$ cat config.mk
export PLATFORM = sky130hd
export DESIGN_NAME = posit16_to_fp32
export DESIGN_NICKNAME = d
export VERILOG_FILES = /design/src/rtl/posit_pkg.sv /design/src/rtl/posit16_to_fp32_pipe_stage.sv /design/src/rtl/posit16_to_fp32.sv
export SDC_FILE = /design/constraint.sdc
export NUM_CORES = 1
export LEC_CHECK = 0
export CORE_MARGIN = 10
export CORE_UTILIZATION = 51
export CTS_CLUSTER_SIZE = 24
export DETAILED_ROUTE_END_ITERATION = 8
export PLACE_DENSITY = 0.79
export SLEW_MARGIN = 20
export SYNTH_ARGS = -nofsm -noshare
export SYNTH_HDL_FRONTEND = slang
export SYNTH_HIERARCHICAL = 1
export SYNTH_SLANG_ARGS = --single-unit
export TNS_END_PERCENT = 5
$ cat constraint.sdc
create_clock -name clk -period 2.8 [get_ports clk]
set_input_delay 0.56 -clock clk [delete_from_list [all_inputs] [get_ports clk]]
set_output_delay 0.56 -clock clk [all_outputs]
set_load 0.01 [all_outputs]
$ cat src/rtl/posit_pkg.sv
// Shared types and constants for the posit(16,1) to binary32 converter.
// The stage-1 payload carries the biased float exponent, not the raw scale.
package posit_pkg;

    localparam int N  = 16;
    localparam int ES = 1;
    localparam int RS = 5;
    localparam int FS = N - 3 - ES;

    localparam logic [7:0]  FP32_BIAS = 8'd127;
    localparam logic [31:0] FP32_QNAN = 32'h7FC0_0000;

    typedef struct packed {
        logic          sign;
        logic          zero;
        logic          nar;
        logic [7:0]    biased;
        logic [FS-1:0] frac;
    } s1_payload_t;

endpackage

$ cat src/rtl/posit16_to_fp32_pipe_stage.sv
// One valid/ready register slice: a valid bit plus a data register.
// The slice refills in the same cycle its contents are taken downstream.
module pipe_stage #(
    parameter int W = 8
) (
    input  logic         clk,
    input  logic         rst,
    input  logic         in_valid,
    output logic         in_ready,
    input  logic [W-1:0] in_data,
    output logic         out_valid,
    input  logic         out_ready,
    output logic [W-1:0] out_data
);

    assign in_ready = ~out_valid | out_ready;

    always_ff @(posedge clk) begin
        if (rst) begin
            out_valid <= 1'b0;
            out_data  <= '0;
        end else if (in_ready) begin
            out_valid <= in_valid;
            if (in_valid) begin
                out_data <= in_data;
            end
        end
    end

endmodule

$ cat src/rtl/posit16_to_fp32.sv
// Two-stage converter from decoded posit(16,1) fields to binary32.
// Every posit(16,1) value maps exactly, so no rounding logic exists.
module posit16_to_fp32 #(
    parameter int N  = posit_pkg::N,
    parameter int ES = posit_pkg::ES,
    parameter int RS = posit_pkg::RS,
    parameter int FS = N - 3 - ES
) (
    input  logic          clk,
    input  logic          rst,
    input  logic          in_valid,
    output logic          in_ready,
    input  logic          in_sign,
    input  logic [RS-1:0] in_regi,
    input  logic [ES-1:0] in_expo,
    input  logic [FS-1:0] in_frac,
    input  logic          in_zero,
    input  logic          in_nar,
    output logic          out_valid,
    input  logic          out_ready,
    output logic [31:0]   out_data,
    output logic [7:0]    nar_count
);

    import posit_pkg::*;

    localparam int SW = $bits(s1_payload_t);
    localparam int XW = RS + 1 + ES;

    logic [XW-1:0] scale;
    s1_payload_t   s1_d;
    s1_payload_t   s1_q;
    logic [SW-1:0] s1_raw;
    logic          s1_valid;
    logic          s2_ready;
    logic [31:0]   s2_d;

    // scale = k * 2^ES + e, formed by sign-extending k and appending e
    always_comb begin
        scale       = {in_regi[RS-1], in_regi, in_expo};
        s1_d        = '0;
        s1_d.sign   = in_sign;
        s1_d.zero   = in_zero;
        s1_d.nar    = in_nar;
        s1_d.frac   = in_frac;
        s1_d.biased = 8'($signed(scale)) + FP32_BIAS;
    end

    pipe_stage #(
        .W(SW)
    ) u_s1 (
        .clk      (clk),
        .rst      (rst),
        .in_valid (in_valid),
        .in_ready (in_ready),
        .in_data  (s1_d),
        .out_valid(s1_valid),
        .out_ready(s2_ready),
        .out_data (s1_raw)
    );

    assign s1_q = s1_payload_t'(s1_raw);

    // NaR wins over zero when the decoder flags both
    always_comb begin
        s2_d = {s1_q.sign, s1_q.biased, s1_q.frac, {(23-FS){1'b0}}};
        if (s1_q.nar) begin
            s2_d = FP32_QNAN;
        end else if (s1_q.zero) begin
            s2_d = 32'h0;
        end
    end

    pipe_stage #(
        .W(32)
    ) u_s2 (
        .clk      (clk),
        .rst      (rst),
        .in_valid (s1_valid),
        .in_ready (s2_ready),
        .in_data  (s2_d),
        .out_valid(out_valid),
        .out_ready(out_ready),
        .out_data (out_data)
    );

    always_ff @(posedge clk) begin
        if (rst) begin
            nar_count <= 8'd0;
        end else if (in_valid && in_ready && in_nar && nar_count != 8'hFF) begin
            nar_count <= nar_count + 8'd1;
        end
    end

endmodule

==> impl_metrics.json, run 1 <==
{
  "yosysWarningCount": 6,
  "final_cells": 488,
  "initial_core_util_pct": 53.7,
  "first_global_vias": 2657,
  "muxShareOfSynthArea_pct": 1.35,
  "routed_via_density": 5.46,
  "place_hpwl_mm": 5.02,
  "cts.sinks": 65,
  "hold_buffers": 0,
  "first_iter_violations": 162,
  "antenna_left": 0,
  "placed_cells": 473,
  "tightest_slew_ps": 619,
  "vias": 2665,
  "ios": 67,
  "outcome": "completed",
  "postSynthAreaPerCell_sq_um": 9.27,
  "regToRegSetupSlack_ps": 1160,
  "synthArstFlopShare_pct": 0,
  "clk_pin_slew_ps": 60,
  "ys_seq_area_share_pct": 40.2,
  "placementRows": 28,
  "drt_wl_total_mm": 7.47,
  "crit_fanout": 16,
  "synth_compound_area_share_pct": 32.0,
  "post_cts_buffers": 0,
  "n_antenna_cell": 0,
  "post_cts_resized": 0,
  "grt_max_degree": 66,
  "grt_antenna_before_repair": 0,
  "ys_ff_latch": 65,
  "final_cell_mix": "clkdlybuf4s50_1, dfxtp_1, nand3_1",
  "synth_area_leader_cell": "dfxtp_1",
  "rsz0062_at_grt": "false",
  "cts_tree": "built",
  "endpoint_kind": "output pin",
  "cp.arrival_ps": 1960,
  "synth_edf_count": 0,
  "fillers": 518,
  "leakagePower_nw": 1.57,
  "synthTopCellsByArea": "dfxtp_1, nand3_1, a21bo_1",
  "cts_buffers": 9,
  "path_class": "primary input to output pin",
  "yosysUniqueCellTypes": 38,
  "irDropWorstVdd_v": 0.000311,
  "final.min_clock_period_ps": 2520,
  "syn_area_sq_mm": 0.00324,
  "cts_max_level": 3,
  "wl_per_cell_um": 15.3,
  "nets": 436,
  "core-area_sq_mm": 0.00603,
  "synth_top_family_by_area": "compound AO/OA/AOI/OAI gates",
  "hold_viol_final": 0,
  "slew_violations": 0,
  "synthAdderAreaFrac_pct": 0.773,
  "hold_class": "flop to flop",
  "synth_cells": 349,
  "synth_flop_cell": "dfxtp_1",
  "die-width_um": 99.7,
  "start_kind": "primary input",
  "die_area_sq_mm": 0.00993,
  "synth-simple-area-share_pct": 16.9,
  "max_slew_margin_pct": 58.7,
  "synth_top_area_share_pct": 40.2,
  "cts.path.max_buffers": 2,
  "first_pass_iters": 4,
  "io_buffers": 66,
  "fmax_mhz": 397,
  "layout-drive-gt1-share_pct": 16.2,
  "drcViolationCount": 0,
  "cp.required_ps": 2240,
  "fin_tns_setup_ps": 0,
  "die-height_um": 99.7,
  "period_share_pct": 90.1,
  "clock-skew-final_ps": 5.19,
  "synth_xor_area_share_pct": 1.04,
  "maxCapViolations": 0,
  "power.density_mw_per_mm2": 503,
  "area_growth_pct": 25.2,
  "fin_util_pct": 67.2,
  "grt_pass1_wl_mm": 12.4,
  "final_common_cell": "clkdlybuf4s50_1",
  "clk_latency_ps": 340,
  "grt-ovfl-total": 0,
  "finalSetupViolCount": 0,
  "place_congestion": 0.830,
  "track_usage_pct": 14.9,
  "root_buffer": "clkbuf_8"
}
## routing by layer
metal	global-route usage, %	wire length [um]	vias up
met3	6.02	535	6
li1	-	-	1348
met4	4.30	74	0
met2	24.9	3610	75
met5	0	0	-
met1	16.9	3260	1236
## synth_stat cells (2+ instances only)
library cell / n
ha_1: 2
buf_6: 8
a311oi_1: 2
nor2b_1: 4
a41oi_1: 3
dfxtp_1: 65
and2_1: 14
nand2b_1: 2
a211oi_1: 4
a21bo_1: 28
clkbuf_1: 9
a21o_1: 9
buf_2: 14
and3_1: 3
inv_1: 5
mux2_2: 3
a21oi_1: 50
a21bo_2: 27
nand2_1: 5
a21oi_2: 9
nor2_1: 8
nand2b_4: 2
nand3_1: 58
## kinds of logic after synthesis
family          count (synthesis)
compound gates                134
simple gates                  100
flops                          65
buf+inv                        40
mux                             4
xor+xnor                        3
fa+ha+maj                       2
other cells                     1
## cell type report
type / count / area [sq um] / area share [%]
Multi-Input combinational cell: 254 / 1730 / 42.7
Sequential cell: 65 / 1300 / 32.2
Timing Repair Buffer: 73 / 708 / 17.5
Clock buffer: 12 / 155 / 3.83
Tap cell: 75 / 93.8 / 2.32
Clock inverter: 3 / 40.0 / 0.989
Inverter: 6 / 22.5 / 0.556
## worst paths after layout
path	from	end	cells after the start
setup / recovery	out_ready	in_ready	4
setup reg to reg	nar_count[0]	nar_count[3]	4
hold reg to reg	nar_count[5]	nar_count[5]	1
hold / removal	nar_count[5]	nar_count[5]	1
## stage by stage
| stage | power (mW) | setup WS (ps) | hold WS (ps) | area [sq um] |
|---|---|---|---|---|
| floorplan | 1.17 | 584 | 521 | 3270 |
| detailed placement | 1.27 | 279 | 486 | 3850 |
| global route | 2.13 | 220 | 529 | 4050 |
| finish | 2.04 | 278 | 501 | 4050 |
| global placement | 1.27 | 286 | 474 | 3850 |
| CTS | 2.06 | 273 | 501 | 4050 |
## critical path, cell delays in order
cell and delay [ps]:
clkdlybuf4s50_1 460, nand2b_4 120, nand2b_4 220, clkdlybuf4s50_1 600
## state kept, by name, summed over array words and instances (netlist names)
| name | count |
|---|---|
| nar_count | 8 |
| u_s2/out_valid | 1 |
| u_s1/out_data | 23 |
| u_s1/out_valid | 1 |
| u_s2/out_data | 32 |
## power breakdown
part | total, mW | switching [mW] | internal [mW]
Combinational | 0.266 | 0.129 | 0.137
Clock | 0.786 | 0.334 | 0.452
Sequential | 0.986 | 0.0222 | 0.964
Total | 2.04 | 0.485 | 1.55
No activity file was read; power rests on OpenSTA's default activity.
==> run 2: changes to the inputs <==
--- a/config.mk
+++ b/config.mk
@@ -7,6 +7,7 @@
 export LEC_CHECK = 0
 export CORE_MARGIN = 10
 export CORE_UTILIZATION = 51
+export CTS_CLUSTER_DIAMETER = 200
 export CTS_CLUSTER_SIZE = 24
 export DETAILED_ROUTE_END_ITERATION = 8
 export PLACE_DENSITY = 0.79
==> constraint.sdc (replaced) <==
create_clock -name clk -period 2.4 [get_ports clk]
set_input_delay 0.48 -clock clk [delete_from_list [all_inputs] [get_ports clk]]
set_output_delay 0.48 -clock clk [all_outputs]
set_load 0.01 [all_outputs]
==> impl_metrics.json, run 2 (synthesis gave the netlist of run 1 again) <==
{
  "outcome": "completed",
  "crit_fanout": 3,
  "cts.path.max_buffers": 2,
  "root_buffer": "clkbuf_8",
  "fillers": 510,
  "antenna_left": 0,
  "final_common_cell": "clkdlybuf4s50_1",
  "slowest_stage": "clkdlybuf4s50_1",
  "hold_buffers": 0,
  "cts_max_level": 3,
  "io_buffers": 66,
  "first_global_vias": 2604,
  "slew_violations": 0,
  "leakagePower_nw": 1.58,
  "layout-drive-gt1-share_pct": 16.4,
  "power.density_mw_per_mm2": 610,
  "route.met3.wl_um": 450,
  "path_cells": "clkdlybuf4s50_1 > nand2b_4 > nand2b_4 > clkdlybuf4s50_1",
  "wl_met2_mm": 3.66,
  "drcViolationCount": 0,
  "clk_pin_slew_ps": 80,
  "max_stage_delay_ps": 570,
  "wl_per_cell_um": 15.2,
  "path_class": "primary input to output pin",
  "top_register": "u_s2/out_data",
  "place_congestion": 0.812,
  "hold_viol_final": 0,
  "largest_reg_flops": 32,
  "n_antenna_cell": 0,
  "cp.required_ps": 1920,
  "clock-skew-final_ps": 12.1,
  "final_cell_mix": "clkdlybuf4s50_1, dfxtp_1, nand3_1",
  "max_slew_margin_pct": 59.3,
  "grt_max_degree": 66,
  "first_pass_iters": 4,
  "fmax_mhz": 447,
  "period_share_pct": 93.3,
  "met1_length_mm": 3.23,
  "placementRows": 28,
  "track_usage_pct": 15.1,
  "routed_via_density": 5.41,
  "grt-ovfl-total": 0,
  "place_hpwl_mm": 5.06,
  "cp.arrival_ps": 1760,
  "irDropWorstVdd_v": 0.000426,
  "rsz0062_at_grt": "false",
  "cts.sinks": 65,
  "die-height_um": 99.7,
  "finalSetupViolCount": 0,
  "area_growth_pct": 25.9,
  "endpoint_kind": "output pin",
  "finalPower_mw": 2.48,
  "first_iter_violations": 173,
  "post_cts_buffers": 0,
  "top_layer": "met4",
  "cp_num_buf_inv": 2,
  "core-area_sq_mm": 0.00603,
  "drt_wl_total_mm": 7.44,
  "fin_tns_setup_ps": 0,
  "initial_core_util_pct": 53.7,
  "grt_pass1_wl_mm": 12.5,
  "maxCapViolations": 0,
  "hold_class": "flop to flop",
  "ios": 67,
  "cp_top_family": "buffers and inverters",
  "nets": 436,
  "biggestRegsByFlops": "u_s2/out_data (32), u_s1/out_data (23), nar_count (8)",
  "die-width_um": 99.7,
  "clk_latency_ps": 330,
  "tightest_slew_ps": 610,
  "vias": 2647,
  "post_cts_resized": 0,
  "grt_antenna_before_repair": 0,
  "cts_tree": "built",
  "start_kind": "primary input",
  "cts_buffers": 9,
  "die_area_sq_mm": 0.00993,
  "final.min_clock_period_ps": 2240
}
run 2: worst register-to-register path, stage by stage, from the launching register on:
cell and delay (ps):
dfxtp_1 330, nand2b_4 80, nand2b_4 130, buf_4 400
and3_1 310, a41oi_1 130, a311oi_1 260
run 2: cell type report:
cell class                      instances  area [sq um]  share of cell area [%]
Tap cell                               75          93.8                    2.30
Clock buffer                           11           141                    3.47
Multi-Input combinational cell        254          1730                    42.4
Sequential cell                        65          1300                    32.0
Clock inverter                          5          78.8                    1.93
Inverter                                6          22.5                   0.553
Timing Repair Buffer                   73           708                    17.4
run 2: through the flow:
step | cell area (sq um) | hold WS [ps] | cells | worst slack [ps] | utilization (%)
final | 4080 | 519 | 489 | 162 | 67.6
after global routing | 4080 | 542 | 489 | 123 | 67.6
after CTS | 4080 | 510 | 489 | 152 | 67.6
after detailed placement | 3850 | 501 | 473 | 14.3 | 64.0
after global placement | 3850 | 490 | 473 | 79.7 | 64.0
after floorplan | 3270 | 521 | 359 | 264 | -
run 2: power breakdown:
group          switching (mW)  internal [mW]
logic                   0.149          0.160
clock network           0.412          0.612
registers              0.0272           1.12
run 2: worst paths after layout:
| kind | startpoint | end | slack [ps] | depth (start not counted) |
|---|---|---|---|---|
| worst max-delay path | out_ready | in_ready | 160 | 4 |
| worst min register to register | nar_count[5] | nar_count[5] | 520 | 1 |
| worst max register to register | u_s2/out_valid | nar_count[7] | 660 | 6 |
| worst min-delay path | nar_count[5] | nar_count[5] | 520 | 1 |
run 2: metal layers:
metal  up-vias  global-route usage [%]
li1       1347                       -
met5         -                       0
met1      1239                    17.9
met4         0                    6.06
met2        52                    24.3
met3         9                    5.05
